### src/rtl/pipe_pkg.sv
// Shared types and helpers for the pipeline round-robin arbiter.
package pipe_pkg;

  typedef enum logic {
    ARB_IDLE  = 1'b0,
    ARB_BURST = 1'b1
  } arb_state_e;

  // Width helper that never returns 0, so single-value fields stay 1 bit wide.
  function automatic int clog2w(input int n);
    return (n <= 2) ? 1 : $clog2(n);
  endfunction

endpackage

### src/rtl/pipe_rr_pick.sv
// Round-robin picker: rotate the request vector to start at i_start, take the
// lowest set bit, then map that offset back to a requester index.
module pipe_rr_pick #(
  parameter int N  = 4,
  parameter int IW = 2
) (
  input  logic [N-1:0]  i_req,
  input  logic [IW-1:0] i_start,
  output logic          o_any,
  output logic [IW-1:0] o_sel
);

  logic [N-1:0]  w_rot;
  logic [IW-1:0] w_off;

  // Modular add that also works for non-power-of-two N.
  function automatic logic [IW-1:0] wrap(input logic [IW-1:0] s, input int k);
    int t;
    t = int'(s) + k;
    if (t >= N) t = t - N;
    return IW'(t);
  endfunction

  always_comb begin
    w_rot = '0;
    w_off = '0;
    for (int k = 0; k < N; k++) w_rot[k] = i_req[wrap(i_start, k)];
    for (int k = N - 1; k >= 0; k--) if (w_rot[k]) w_off = IW'(k);
    o_any = |i_req;
    o_sel = wrap(i_start, int'(w_off));
  end

endmodule

### src/rtl/pipe_rr_arbiter.sv
// Round-robin arbiter with bounded bursts feeding one registered pipeline stage
// that honours downstream stall and a synchronous flush.
module pipe_rr_arbiter
  import pipe_pkg::*;
#(
  parameter int NUM_REQ   = 4,
  parameter int DATA_W    = 16,
  parameter int MAX_BURST = 4,
  parameter int SRC_W     = $clog2(NUM_REQ),
  localparam int CNT_W    = clog2w(MAX_BURST + 1)
) (
  input  logic                      i_clk,
  input  logic                      i_rst_n,
  input  logic                      i_flush,
  input  logic [NUM_REQ-1:0]        i_req_valid,
  input  logic [NUM_REQ*DATA_W-1:0] i_req_data,
  output logic [NUM_REQ-1:0]        o_req_stall,
  input  logic                      i_stall,
  output logic [DATA_W-1:0]         o_data,
  output logic                      o_valid,
  output logic [SRC_W-1:0]          o_src,
  output logic [CNT_W-1:0]          o_burst_cnt
);

  arb_state_e                       r_state;
  logic [SRC_W-1:0]                 r_ptr, r_cur, r_src;
  logic [CNT_W-1:0]                 r_cnt;
  logic [DATA_W-1:0]                r_data;
  logic                             r_valid;

  logic                             w_ce, w_keep, w_any;
  logic [SRC_W-1:0]                 w_start, w_pick, w_sel;
  logic [NUM_REQ-1:0][DATA_W-1:0]   w_lane_data;

  function automatic logic [SRC_W-1:0] inc_wrap(input logic [SRC_W-1:0] v);
    return (int'(v) == NUM_REQ - 1) ? '0 : v + 1'b1;
  endfunction

  assign w_lane_data = i_req_data;
  assign w_ce        = ~r_valid | ~i_stall;
  assign w_keep      = (r_state == ARB_BURST) & i_req_valid[r_cur] &
                       (r_cnt < CNT_W'(MAX_BURST));
  // An expired or dropped owner searches from its successor, so it only wins
  // again if nobody else is asking.
  assign w_start     = (r_state == ARB_BURST) ? inc_wrap(r_cur) : r_ptr;
  assign w_sel       = w_keep ? r_cur : w_pick;

  pipe_rr_pick #(
    .N  (NUM_REQ),
    .IW (SRC_W)
  ) u_pick (
    .i_req   (i_req_valid),
    .i_start (w_start),
    .o_any   (w_any),
    .o_sel   (w_pick)
  );

  for (genvar r = 0; r < NUM_REQ; r++) begin : g_stall
    assign o_req_stall[r] = ~(w_ce & ~i_flush & w_any & (w_sel == SRC_W'(r)));
  end

  always_ff @(posedge i_clk or negedge i_rst_n) begin
    if (!i_rst_n) begin
      r_state <= ARB_IDLE;
      r_ptr   <= '0;
      r_cur   <= '0;
      r_src   <= '0;
      r_cnt   <= '0;
      r_data  <= '0;
      r_valid <= 1'b0;
    end else if (i_flush) begin
      r_valid <= 1'b0;
      r_state <= ARB_IDLE;
      r_cnt   <= '0;
      r_ptr   <= inc_wrap(r_cur);
    end else if (w_ce) begin
      if (w_any) begin
        r_valid <= 1'b1;
        r_data  <= w_lane_data[w_sel];
        r_src   <= w_sel;
        if (w_keep) begin
          r_cnt <= r_cnt + 1'b1;
        end else begin
          r_cur   <= w_sel;
          r_cnt   <= CNT_W'(1);
          r_state <= ARB_BURST;
        end
      end else begin
        r_valid <= 1'b0;
        r_state <= ARB_IDLE;
        r_cnt   <= '0;
        if (r_state == ARB_BURST) r_ptr <= inc_wrap(r_cur);
      end
    end
  end

  assign o_data      = r_data;
  assign o_valid     = r_valid;
  assign o_src       = r_src;
  assign o_burst_cnt = r_cnt;

endmodule
### config.mk
export PLATFORM = sky130hd
export DESIGN_NAME = pipe_rr_arbiter
export DESIGN_NICKNAME = d
export VERILOG_FILES = /design/src/rtl/pipe_pkg.sv /design/src/rtl/pipe_rr_pick.sv /design/src/rtl/pipe_rr_arbiter.sv
export SDC_FILE = /design/constraint.sdc
export NUM_CORES = 1
export LEC_CHECK = 0
export ABC_AREA = 1
export CAP_MARGIN = 30
export CORE_MARGIN = 8
export CORE_UTILIZATION = 44
export CTS_CLUSTER_DIAMETER = 30
export DETAILED_ROUTE_END_ITERATION = 10
export PLACE_DENSITY = 0.82
export RECOVER_POWER = 50
export SETUP_SLACK_MARGIN = 0.05
export SLEW_MARGIN = 20
export SYNTH_ARGS = -nofsm -noshare
export SYNTH_HDL_FRONTEND = slang
export SYNTH_HIERARCHICAL = 1
export SYNTH_SLANG_ARGS = --single-unit
### constraint.sdc
create_clock -name i_clk -period 4 [get_ports i_clk]
set_clock_uncertainty 0.2 [all_clocks]
set_input_delay 0.8 -clock i_clk [delete_from_list [all_inputs] [get_ports i_clk]]
set_output_delay 0.8 -clock i_clk [all_outputs]
set_load 0.005 [all_outputs]
==> results.md <==
- DP Wirelength: 5980 um
- DP Cell Count: 548
- Syn. warnings: 6
- Max Slew Vio Count: 0
- First-pass GRT wire length: 12,300 um
- DP Worst Slack: -0.248 ns
- Mapped Area: 2390 um^2
- Synth top area share: 28.2%
- Top cells by area, synth: dfrtp_1 (28%), nand2_1 (24%), nand3_1 (11%)
- Most instantiated library cell after synthesis: nand2_1
- Layout area overhead: 53.3%
- Clock buffer depth: 2
- Initial antenna violation count: 0
- Arrival time worst endpoint: 2.85 ns
- Slew headroom: 7.43%
- Vias in the first global route: 2,688
- CTS root buffer: clkbuf_8
- GRT Overall Usage: 18.0%
- Ports: 98
- Core area: 5370 um^2
- Final setup violation count: 0
- Min Tclk post-route: 3.85 ns
- Post-route ant nets: 0
- Switching share of power: 53.0%
- Die Span Y: 89.8 um
- Starting Density: 44.6%
- Fraction of power consumed by sequential logic: 12.5%
- H-tree depth: 1
- Clk Latency, worst-skew pair: 0.27 ns
- Critical path required time: 3.00 ns
- Pwr dens: 1040 nW/um^2
- Total power draw: 3.83 mW
- FF+latch count, synth: 27
- TNS Setup: 0 ns
- CTS sink count: 27
- Final worst slack: 0.148 ns
- Leakage power: 1.97 nW
- Via count: 2,748
- Max-cap check violation count: 0
- Clock share of power: 4.2%
- N_diodes: 0
- Logic gate share of total power: 83.3%
- Largest net degree at the start of global routing: 28
- Slew @ Worst Pin: 1.39 ns
- Kind of critical path: flop to primary output
- Pint: 1.80 mW
- VDD IR-drop max: 0.604 mV
- Post-synth top area cell: dfrtp_1
- Critical-path cell list: ha_2, nor2_4, nand2_2, o21ai_2, buf_6, nand2_2, nand2_1, nand2_1, nand2_2, nand3_2, a21oi_2, ha_2, xor2_2, buf_4, nand2_2, nand2_2, inv_2, nand2_2, o21ai_4, nand3_1, buf_2
- Top cell types by occurrence after synthesis: nand2_1 (150), inv_1 (64), nand3_1 (52), dfrtp_1 (27), nand3b_1 (16)
- FMAX: 260 MHz
- CP max stage cell: dfrtp_1
- Die footprint: 8060 um^2
- Finished Cell Area: 3670 um^2
- Fillcell total: 464
- Post-Syn Nets: 450
- Drt total wl: 7580 um
- CTS Buf Count: 3
- Fraction of layout cells with a size suffix above 1: 18.8%
- Die X: 89.8 um
- Non-Filler Instances: 562
- Row cnt: 27
- CP Capture Type: primary output
- Net total in the final layout: 566
- Placed Area: 3480 um^2
- Sw Pwr: 2.03 mW
- Seq/Total Area, Yosys: 28.2%
- Final Hold Fails: 0
- Synth unique cells: 26
- Syn Inst Count: 375
- Placer Congestion: 0.909
- Most used cell, CP: nand2_2
- Worst Hold Class: flop to flop
- Worst-path maximum fanout: 6
- Drt drc: 0
- Status: complete, no violations
- Avg Cell Area, Syn: 6.39 um^2
- Post-synth top flop: dfrtp_1
- Startpoint Class: flop
- CTS Hold Buffers Added: 0
- Port bufs: 97
- 1st-iter DRT viols: 105
- Largest stage delay on the critical path: 0.41 ns
- Routed length per instance: 13.5 um
- Drt first pass iters: 4
- Number of synthesized flops with an enable pin: 0
- Buf/Inv on CP: 4
- Via/cell ratio: 4.89
- Fin crit share: 96.3%
- CTS tree: built
- Cell family with most CP delay: simple AND/OR/NAND/NOR gates
- Clock transition at path regs: 0.10 ns
- Post-synth ARST share: 100%
- GR Overflow Total: 0
[path summary, 6_finish.rpt]
path / startpoint / to / slack (ns) / depth (start not counted)
max: r_cur[1]$_DFFE_PN0P_ / o_req_stall[0] / 0.15 / 21
min: o_data[9]$_DFFE_PN0P_ / o_data[9]$_DFFE_PN0P_ / 0.28 / 2
max reg2reg: r_cur[1]$_DFFE_PN0P_ / o_data[3]$_DFFE_PN0P_ / 0.67 / 25
min reg2reg: o_data[9]$_DFFE_PN0P_ / o_data[9]$_DFFE_PN0P_ / 0.28 / 2
max in group asynchronous: i_rst_n / o_data[10]$_DFFE_PN0P_ / 1.63 / 2
min in group asynchronous: i_rst_n / o_data[11]$_DFFE_PN0P_ / 1.16 / 2
[final cells by class]
class                      instances  area [um^2]  area share [%]
multi-input combinational        267         1440            39.3
timing repair buffer             124         1150            31.3
sequential                        27          676            18.4
inverter                          68          263            7.16
tap                               72         90.1            2.45
clock buffer                       3         41.3            1.12
clock inverter                     1         7.51           0.204
[cell families after synthesis]
kind of cell,Yosys count,synth area share (%)
AND/OR/NAND/NOR,248,50.6
buffers and inverters,81,15.1
flip-flops,27,28.2
AO/OA/AOI/OAI,15,4.18
adder cells (fa/ha/maj),3,1.57
XOR/XNOR,1,0.366
[stage by stage]
step	utilization [%]	hold slack, ns
floorplan	-	0.272
global placement	64.9	0.263
detailed placement	64.9	0.265
CTS	66.7	0.290
global route	68.3	0.298
finish	68.3	0.282
[cells in the final DEF (no fill, tap or decap), types with 3 or more instances in the layout]
master | netlist | layout
nor2_4 | 2 | 3
dlygate4sd3_1 | 0 | 13
nand3_1 | 52 | 50
dlygate4sd2_1 | 0 | 3
clkdlybuf4s50_1 | 0 | 76
clkbuf_8 | 0 | 3
nand3b_1 | 16 | 16
nand2_1 | 150 | 135
inv_2 | 3 | 8
dfrtp_1 | 27 | 27
inv_1 | 64 | 59
o21ai_0 | 10 | 8
buf_2 | 4 | 3
buf_4 | 3 | 24
nor2_1 | 6 | 5
nand2_4 | 4 | 4
o21ai_4 | 2 | 3
nand3_2 | 8 | 10
nand2_2 | 5 | 20
[worst reg2reg max path, cell delays in order, from the launching register on]
cell and delay (ns):
dfrtp_1 0.41, ha_2 0.20, nor2_4 0.10, nand2_2 0.06, o21ai_2 0.08, buf_6 0.17, nand2_2 0.07, nand2_1 0.06
nand2_1 0.06, nand2_2 0.10, nand3_2 0.09, a21oi_2 0.14, ha_2 0.20, xor2_2 0.16, buf_4 0.13, nand2_2 0.05
nand2_2 0.09, inv_2 0.06, nand2_2 0.08, o21ai_4 0.08, buf_4 0.15, buf_4 0.19, nand3_1 0.11, nand2_1 0.06
nand2_1 0.08, nand2_1 0.05
[power groups by stage]
| stage | sequential (mW) | clock [mW] | combinational, mW |
|---|---|---|---|
| detailed placement | 0.480 | 0 | 2.92 |
| global placement | 0.476 | 0 | 2.86 |
| floorplan | 0.485 | 0 | 2.05 |
| global route | 0.490 | 0.171 | 3.54 |
| CTS | 0.478 | 0.160 | 3.05 |
| finish | 0.479 | 0.159 | 3.19 |
[flip-flops by register name, summed over array words and instances, names as in the netlist]
| name | cells |
|---|---|
| r_state | 1 |
| o_valid | 1 |
| o_src | 2 |
| r_ptr | 2 |
| o_burst_cnt | 3 |
| o_data | 16 |
| r_cur | 2 |
[repair_timing]
| action | 4_1_cts | 5_1_grt |
|---|---|---|
| cloned | 1 | 0 |
| endpoints found under the setup margin | 4 | 4 |
| setup buffers | 3 | 6 |
| pin swaps | 4 | 12 |
| resized for setup | 33 | 20 |
[routing by layer]
layer | vias up | track usage [%] | wire [um]
met4 | 0 | 6.49 | 178
met3 | 14 | 3.49 | 540
met2 | 116 | 30.8 | 3800
met1 | 1230 | 21.8 | 3070
met5 | - | 0 | 0
li1 | 1388 | - | -
Note: power is estimated with default switching activity, not from simulation.
